--- config.mk ---
export PLATFORM = sky130hd
export DESIGN_NAME = issue_stage
export DESIGN_NICKNAME = d
export VERILOG_FILES = /design/src/rtl/issue_stage_pkg.sv /design/src/rtl/issue_stage_scoreboard.sv /design/src/rtl/issue_stage.sv
export SDC_FILE = /design/constraint.sdc
export NUM_CORES = 1
export LEC_CHECK = 0
export BUFFER_PORTS_ARGS = -buffer_cell sky130_fd_sc_hd__buf_4
export CELL_PAD_IN_SITES_DETAIL_PLACEMENT = 1
export CELL_PAD_IN_SITES_GLOBAL_PLACEMENT = 1
export CORE_MARGIN = 10
export CORE_UTILIZATION = 36
export CTS_CLUSTER_SIZE = 16
export DETAILED_ROUTE_END_ITERATION = 8
export PLACE_DENSITY_LB_ADDON = 0.1
export SLEW_MARGIN = 10
export SYNTH_ARGS = -nofsm -noshare
export SYNTH_HDL_FRONTEND = slang
export SYNTH_SLANG_ARGS = --single-unit
--- constraint.sdc ---
create_clock -name clk -period 5.3 [get_ports clk]
set_input_delay 1.59 -clock clk [delete_from_list [all_inputs] [get_ports clk]]
set_output_delay 1.59 -clock clk [all_outputs]
set_load 0.05 [all_outputs]
--- src/rtl/issue_stage_pkg.sv ---
// Shared types and constants for the issue stage.
//   DEF_NUM_REGS    : default architectural register count
//   REG_IDX_W       : width of a register index
//   decoded_instr_t : decoded instruction as it leaves the dispatch queue
package issue_stage_pkg;

  localparam int DEF_NUM_REGS = 32;
  localparam int REG_IDX_W    = $clog2(DEF_NUM_REGS);

  typedef struct packed {
    logic [7:0]           opcode;
    logic [REG_IDX_W-1:0] rd;
    logic                 rd_valid;
    logic [REG_IDX_W-1:0] rs1;
    logic                 rs1_valid;
    logic [REG_IDX_W-1:0] rs2;
    logic                 rs2_valid;
    logic [31:0]          imm;
  } decoded_instr_t;

endpackage

--- src/rtl/issue_stage_scoreboard.sv ---
// Per-register pending scoreboard.
//   clk, rst_n          : clock, synchronous active-high reset
//   set_en_i, set_idx_i : mark a destination register pending (issue)
//   clr_en_i, clr_idx_i : clear a pending register (writeback)
//   eff_pending_o       : pending vector with this cycle's writeback already
//                         removed, so the hazard check sees the bypass
module issue_stage_scoreboard #(
  parameter int NUM_REGS = 32,
  parameter int IDX_W    = $clog2(NUM_REGS)
) (
  input  logic                clk,
  input  logic                rst_n,
  input  logic                set_en_i,
  input  logic [IDX_W-1:0]    set_idx_i,
  input  logic                clr_en_i,
  input  logic [IDX_W-1:0]    clr_idx_i,
  output logic [NUM_REGS-1:0] eff_pending_o
);

  logic [NUM_REGS-1:0] pending_q;
  logic [NUM_REGS-1:0] pending_d;
  logic [NUM_REGS-1:0] set_mask;
  logic [NUM_REGS-1:0] clr_mask;

  always_comb begin
    set_mask = '0;
    clr_mask = '0;
    // x0 is hardwired; it is never tracked as pending.
    if (set_en_i && (set_idx_i != '0)) set_mask[set_idx_i] = 1'b1;
    if (clr_en_i) clr_mask[clr_idx_i] = 1'b1;
  end

  assign eff_pending_o = pending_q & ~clr_mask;
  // Set is applied after clear: a new writer of the same register wins.
  assign pending_d     = eff_pending_o | set_mask;

  always_ff @(posedge clk) begin
    if (rst_n) begin
      pending_q <= '0;
    end else begin
      pending_q <= pending_d;
    end
  end

endmodule

--- src/rtl/issue_stage.sv ---
// In-order issue stage.
//   clk, rst_n        : clock, synchronous active-high reset (1 = reset)
//   disp_instr        : dispatch queue head
//   disp_empty        : dispatch queue empty flag
//   disp_r_en         : pop strobe, high exactly on issue-fire cycles
//   wb_valid, wb_rd   : writeback that clears a pending register
//   flush             : squash the output register, block issue
//   iss_valid/ready   : valid/ready handshake toward execute; a transfer
//                       happens on a cycle where both are high. While
//                       iss_valid && !iss_ready the output holds stable
//                       (flush excepted).
//   iss_instr         : issued instruction
//   stall_cycles      : saturating count of cycles the head was blocked
module issue_stage
  import issue_stage_pkg::*;
#(
  parameter int NUM_REGS    = DEF_NUM_REGS,
  parameter int STALL_CNT_W = 32
) (
  input  logic                         clk,
  input  logic                         rst_n,
  input  decoded_instr_t               disp_instr,
  input  logic                         disp_empty,
  output logic                         disp_r_en,
  input  logic                         wb_valid,
  input  logic [$clog2(NUM_REGS)-1:0]  wb_rd,
  input  logic                         flush,
  output logic                         iss_valid,
  input  logic                         iss_ready,
  output decoded_instr_t               iss_instr,
  output logic [STALL_CNT_W-1:0]       stall_cycles
);

  logic [NUM_REGS-1:0]    eff_pending;
  logic                   hazard;
  logic                   rd_writes;
  logic                   out_free;
  logic                   fire;
  logic                   stall_inc;

  logic                   iss_valid_q;
  decoded_instr_t         iss_instr_q;
  logic [STALL_CNT_W-1:0] stall_q;

  issue_stage_scoreboard #(
    .NUM_REGS (NUM_REGS),
    .IDX_W    ($clog2(NUM_REGS))
  ) u_sb (
    .clk           (clk),
    .rst_n         (rst_n),
    .set_en_i      (fire && rd_writes),
    .set_idx_i     (disp_instr.rd),
    .clr_en_i      (wb_valid),
    .clr_idx_i     (wb_rd),
    .eff_pending_o (eff_pending)
  );

  assign rd_writes = disp_instr.rd_valid && (disp_instr.rd != '0);

  // Hazard check against the bypassed pending vector.
  always_comb begin
    hazard = 1'b0;
    if (disp_instr.rs1_valid && eff_pending[disp_instr.rs1]) hazard = 1'b1;
    if (disp_instr.rs2_valid && eff_pending[disp_instr.rs2]) hazard = 1'b1;
    if (rd_writes && eff_pending[disp_instr.rd])             hazard = 1'b1;
  end

  assign out_free  = !iss_valid_q || iss_ready;
  // Reset gating keeps the queue from being popped while in reset.
  assign fire      = !rst_n && !disp_empty && !hazard && out_free && !flush;
  assign disp_r_en = fire;
  assign stall_inc = !disp_empty && !fire && !flush;

  always_ff @(posedge clk) begin
    if (rst_n) begin
      iss_valid_q <= 1'b0;
      iss_instr_q <= '0;
    end else if (flush) begin
      iss_valid_q <= 1'b0;
    end else if (fire) begin
      iss_valid_q <= 1'b1;
      iss_instr_q <= disp_instr;
    end else if (iss_ready) begin
      iss_valid_q <= 1'b0;
    end
  end

  always_ff @(posedge clk) begin
    if (rst_n) begin
      stall_q <= '0;
    end else if (stall_inc && (stall_q != '1)) begin
      stall_q <= stall_q + STALL_CNT_W'(1);
    end
  end

  assign iss_valid    = iss_valid_q;
  assign iss_instr    = iss_instr_q;
  assign stall_cycles = stall_q;

endmodule

==> results of run 1 <==
## layout make-up
class                           instances  area, um^2
Fill cell                            2006        8394
Timing Repair Buffer                  226        1732
Inverter                               15       58.81
Tap cell                              225       281.5
Clock inverter                         14       209.0
Clock buffer                           18       429.2
Sequential cell                       123        2462
Multi-Input combinational cell        523        3550
## placed cells by master (no fill, tap or decap), types with 5 or more instances in the layout
| cell type | instances |
|---|---|
| buf_4 | 221 |
| dfxtp_1 | 123 |
| nor2_1 | 83 |
| nand2_1 | 67 |
| mux2i_1 | 49 |
| a21oi_1 | 38 |
| o22ai_1 | 30 |
| nand3_1 | 27 |
| o21ai_1 | 20 |
| nor2b_1 | 17 |
| clkbuf_16 | 17 |
| inv_1 | 14 |
| nand4_1 | 14 |
| o31ai_1 | 14 |
| or4_1 | 14 |
| o21ai_0 | 11 |
| nor3_1 | 11 |
| mux4_2 | 10 |
| mux2_2 | 10 |
| o32ai_1 | 8 |
| o211ai_1 | 8 |
| or3_1 | 8 |
| o21ai_2 | 7 |
| nand2b_1 | 6 |
| and3_1 | 5 |
| inv_6 | 5 |
## per-layer routing
metal  wire length, um  up-vias  global-route usage [%]
li1                  -     3016                       -
met1             10910     3132                   26.75
met2             10670      195                   32.23
met3              2042       14                   7.128
met4               189        0                   4.862
met5                 0        -                       0
## critical path, stage by stage
cell and delay, ns:
buf_4 0.11, nand2b_1 0.29, o21ai_1 0.20, buf_4 0.18
mux4_2 0.48, nor2_1 0.18, nor4_2 0.09, o41ai_4 0.41
inv_4 0.07, buf_8 0.16
## flip-flops by register name (all words and copies together) (netlist names)
register,flops
u_sb.pending_q,32
stall_cycles,32
iss_instr,58
iss_valid,1
## repair_timing
item	in CTS	in global routing
endpoints found under the setup margin	1	1
buffers inserted	8	0
cloned	0	0
pin swaps	9	4
gates resized for setup	25	11
## kinds of logic after synthesis
family / after synthesis / synth area share, %
AND/OR/NAND/NOR: 283 / 23.30
AO/OA/AOI/OAI: 166 / 17.45
flip-flops: 123 / 39.53
multiplexers: 71 / 13.64
buffers and inverters: 70 / 5.604
XOR/XNOR: 2 / 0.2812
adder cells (fa/ha/maj): 1 / 0.2008
## power by group through the flow
stage	clock, mW	combinational [mW]	sequential [mW]
3_3_place_gp	0	0.360	0.982
6_report	1.27	0.379	0.963
4_1_cts	1.29	0.376	0.963
2_1_floorplan	0	0.153	1.06
5_1_grt	1.34	0.405	0.966
3_5_place_dp	0	0.366	0.983
## how the worst max path moves through the flow
stage	from	slack, ns	endpoint	depth (start not counted)
after floorplan	wb_rd[2]	-0.03	disp_r_en	12
after global placement	wb_rd[2]	-0.36	disp_r_en	10
after detailed placement	wb_rd[2]	-0.36	disp_r_en	10
after CTS	wb_rd[3]	-0.04	disp_r_en	11
after global routing	wb_rd[3]	-0.15	disp_r_en	11
final	wb_rd[1]	-0.06	disp_r_en	10
## metrics by stage
stage	utilization, %	setup WS [ns]	total power [mW]
final	50.96	-0.05693	2.615
after global routing	50.96	-0.1453	2.711
after CTS	50.65	-0.04251	2.632
after detailed placement	46.00	-0.3640	1.349
after global placement	46.00	-0.3606	1.342
after floorplan	-	-0.03199	1.212
==> flow_summary.ini, run 1 <==
[synthesis]
syn_area_per_cell_um2 = 8.701
yosysMostFrequentCell = dfxtp_1
synthTopCellsByCount = dfxtp_1 (123), nor2_1 (83), nand2_1 (67)
yosys.area.top_type_share_pct = 39.53
synth_area_leaders = dfxtp_1 (40%), mux2i_1 (8.0%), nor2_1 (5.0%)
syn-instance-count = 716
syn_nets = 786
yosysWarnings = 0
synth_area_um2 = 6230
synth_seq_cells = 123
synth_edf_count = 0
synth-async-reset-ratio_pct = 0
ys_types = 65
synthFlopType = dfxtp_1
synth.largest_area_cell = dfxtp_1
ys_seq_area_share_pct = 39.53

[layout]
area_growth_pct = 40.01
final_area_um2 = 8722
nets = 976
diodes = 0
instances_no_fill = 1144
post_route_cells_drive_above_1_share_pct = 34.49

[floorplan]
coreArea_um2 = 17120
die_w_um = 151.5
die_y_um = 151.5
io-pin-count = 161
die-area_um2 = 22970
start_util_pct = 36.40
rows = 48

[timing]
fmax_ghz = 0.1867
finClkSkew_ns = 0.007885
max_slew_margin_pct = 41.33
hold_viol = 0
final_max_slew_viol_count = 0
final-setup-viol-count = 1
hold_slack_ns = 0.4555
rsz0062_at_grt = true
min_period_ns = 5.357
worst_pin_slew_ns = 0.8801
finalCritPeriodShare_pct = 101.1
fin_setup_tns_ns = -0.05693
setup_ws_ns = -0.05693

[routing]
via_per_inst = 5.557
ant_nets = 0
drc = 0
drt-initial-drc-count = 278
wl_mm = 23.81
via_count = 6357
wl_per_cell_um = 20.81
first_pass_iters = 5

[setup_path]
rr_worst_depth = 12
rrSetupSlack_ns = 1.77
crit_path_max_fanout = 5
arrival_ns = 3.77
crit_path_start_kind = input pin
rr_startpoint = u_sb.pending_q[19]
critPathCaptureType = output pin
cp_data_required_time_ns = 3.71
worstReg2RegEnd = stall_cycles[9]
critPathKind = in2out

[power]
combPwrFrac_pct = 14.5
p_clk_share_pct = 48.7
power_density_nw_per_um2 = 299.8
ir_drop_mv = 0.2320
leakage_nw = 3.373
switching_share_pct = 27.89
intPower_mw = 1.886
power_frac_seq_pct = 36.8
p_sw_uw = 729.5

[grt]
grt_pass1_vias = 6752
grt_max_degree = 98
grt.total_usage_pct = 20.61
antenna_found_initial = 0
grt_pass1_wl_mm = 37.54
overflow = 0

[status]
status = complete, but fails checks
violations = setup timing

[clock_tree]
tritoncts = done
cts-root-buf = clkbuf_16
cts-htree-levels = 4
clock_latency_ns = 0.42
cts_max_path_buffers = 2
clkTransAtPathRegs_ns = 0.06
clock-sinks = 123
cts_hold_repair.buffers = 0
cts_inserted_buffers = 17

[job]
maxCapViolCount = 0

[hold_path]
hold_path_end = iss_instr[42]
hold_class = reg2reg
min_from = iss_instr[42]
hold_depth = 2

[placed_design]
dp_hpwl_mm = 17.63
dp_cells = 1104
port_buffers = 160
place_area_um2 = 7874
gp_congestion = 0.9484
(Power assumes the default switching activity.)
==> run 2, diff against run 1 <==
--- a/config.mk
+++ b/config.mk
@@ -6,13 +6,11 @@
 export NUM_CORES = 1
 export LEC_CHECK = 0
 export BUFFER_PORTS_ARGS = -buffer_cell sky130_fd_sc_hd__buf_4
-export CELL_PAD_IN_SITES_DETAIL_PLACEMENT = 1
-export CELL_PAD_IN_SITES_GLOBAL_PLACEMENT = 1
 export CORE_MARGIN = 10
-export CORE_UTILIZATION = 36
+export CORE_UTILIZATION = 48
 export CTS_CLUSTER_SIZE = 16
 export DETAILED_ROUTE_END_ITERATION = 8
-export PLACE_DENSITY_LB_ADDON = 0.1
+export PLACE_DENSITY = 0.76
 export SLEW_MARGIN = 10
 export SYNTH_ARGS = -nofsm -noshare
 export SYNTH_HDL_FRONTEND = slang
==> run 2 against run 1 <==
Compared with the run above:
- the run still ends with setup timing left
- maximum frequency increased by 0.69%
- combinational power decreased by 1%
- via count increased by 2.6%
- hold slack got worse by 0.00061 ns
- clock power about the same
- die area decreased by 22%
- sequential share of layout area increased by 0.27 points
- setup slack improved by 0.037 ns
- sequential cell count unchanged
- sequential power about the same
==> flow_summary.ini, run 2 (same netlist as run 1, synthesis figures left out) <==
[clock_tree]
clock-sinks = 123
cts-htree-levels = 4
cts-root-buf = clkbuf_16
cts_inserted_buffers = 17
clock_latency_ns = 0.42
cts_hold_repair.buffers = 0
tritoncts = done
cts_max_path_buffers = 2
clkTransAtPathRegs_ns = 0.06

[timing]
fmax_ghz = 0.1880
finClkSkew_ns = 0.008363
rsz0062_at_grt = true
setup_ws_ns = -0.02032
worst_pin_slew_ns = 1.138
finalCritPeriodShare_pct = 100.4
final-setup-viol-count = 1
min_period_ns = 5.320
hold_slack_ns = 0.4549
final_max_slew_viol_count = 0
max_slew_margin_pct = 24.13
hold_viol = 0

[layout]
nFillCells = 1070
area_growth_pct = 38.70
nets = 978
post_route_cells_drive_above_1_share_pct = 34.64
diodes = 0
instances_no_fill = 1093
mostFrequentLayoutCells = buf_4 (225), dfxtp_1 (123), nor2_1 (83), nand2_1 (66), mux2i_1 (50)
layout_commonest_cell = buf_4
largest_reg_flops = 58

[floorplan]
die_y_um = 133.9
rows = 41
coreArea_um2 = 12670
start_util_pct = 49.17
die-area_um2 = 17940
io-pin-count = 161
die_w_um = 133.9

[power]
p_sw_uw = 716.1
intPower_mw = 1.880
combPwrFrac_pct = 14.5
switching_share_pct = 27.59
power_density_nw_per_um2 = 300.4
leakage_nw = 3.385
power_frac_seq_pct = 37.1
ir_drop_mv = 0.2421
p_clk_share_pct = 48.4

[setup_path]
critPathCaptureType = output pin
cp_data_required_time_ns = 3.71
critPathKind = in2out
crit_path_start_kind = input pin
cp-startpoint = wb_rd[3]
rrSetupSlack_ns = 1.61
worstReg2RegEnd = iss_instr[31]
crit_path_max_fanout = 7
rr_worst_depth = 13
critPathCapture = disp_r_en
arrival_ns = 3.73
rr_startpoint = iss_valid

[placed_design]
port_buffers = 160
dp_hpwl_mm = 16.22
dp_cells = 1054
gp_congestion = 0.9475

[status]
violations = setup timing
status = complete, but fails checks

[routing]
wl_per_cell_um = 20.28
first_pass_iters = 6
via_per_inst = 5.966
wl_mm = 22.16
via_count = 6521
drc = 0
drt-initial-drc-count = 757
ant_nets = 0

[grt]
antenna_found_initial = 0
grt_pass1_vias = 6608
grt.total_usage_pct = 24.19
grt_pass1_wl_mm = 35.08
grt_max_degree = 113
overflow = 0

[job]
maxCapViolCount = 0

[hold_path]
hold_class = reg2reg
## run 2: cell types whose count changed in the layout (fill, tap and decap cells not counted), sizes merged
cell	change
buf	+2
clkinv	+2
inv	-2
clkbuf	-1
clkinvlp	+1
## run 2: worst max-delay path: stages
cell      delay, ns
buf_8          0.10
buf_6          0.11
or4b_4         0.58
o21ai_4        0.22
o211ai_1       0.14
a22oi_2        0.19
o221ai_2       0.13
a32oi_2        0.28
o41ai_4        0.16
inv_4          0.09
buf_8          0.14
## run 2: worst min path at each step
stage / slack (ns) / depth (start not counted) / end / from
finish: 0.45 / 2 / iss_instr[33] / iss_instr[33]
floorplan: 0.44 / 2 / u_sb.pending_q[0] / u_sb.pending_q[0]
detailed placement: 0.45 / 2 / iss_instr[33] / iss_instr[33]
global route: 0.48 / 2 / iss_instr[42] / iss_instr[42]
global placement: 0.44 / 2 / iss_instr[34] / iss_instr[34]
CTS: 0.46 / 2 / iss_instr[33] / iss_instr[33]
## run 2: power by group through the flow
stage / combinational, mW / sequential (mW) / clock, mW
finish: 0.375 / 0.963 / 1.26
global route: 0.398 / 0.965 / 1.32
CTS: 0.368 / 0.963 / 1.27
detailed placement: 0.361 / 0.982 / 0
global placement: 0.355 / 0.981 / 0
floorplan: 0.153 / 1.06 / 0
## run 2: cell type report
cell class	count	area [um^2]	area share (%)
multi-input cells	523	3535	40.91
clock inverters	15	214.0	2.476
clock buffers	17	425.4	4.923
flip-flops and latches	123	2462	28.50
repair buffers	228	1730	20.03
well taps	172	215.2	2.491
inverters	15	58.81	0.6806
## run 2: timing repair
item                       CTS  global route
resized for setup           20            12
cloned                       0             0
buffers inserted             2             5
setup endpoints to repair    1             4
pin swaps                    8             7
## run 2: metrics by stage
| step | power (mW) | worst slack, ns | util, % | cell area, um^2 | TNS [ns] |
|---|---|---|---|---|---|
| after global placement | 1.336 | -0.1835 | 61.70 | 7818 | -0.1835 |
| after CTS | 2.602 | -0.07283 | 67.55 | 8559 | -0.07283 |
| after detailed placement | 1.343 | -0.1886 | 61.70 | 7818 | -4.348 |
| after floorplan | 1.212 | -0.03199 | - | 6252 | -0.03199 |
| after global routing | 2.679 | -0.1319 | 68.19 | 8641 | -0.1319 |
| final | 2.596 | -0.02032 | 68.19 | 8641 | -0.02032 |
## run 2: per-layer routing
metal  global-route usage (%)  part of all wire, %  vias to the layer above
li1                         -                    -                     3021
met1                    28.88                   40                     3104
met5                        0                    0                        -
met3                    9.933                   11                       47
met4                    9.129                  2.2                        0
met2                    38.11                   46                      349
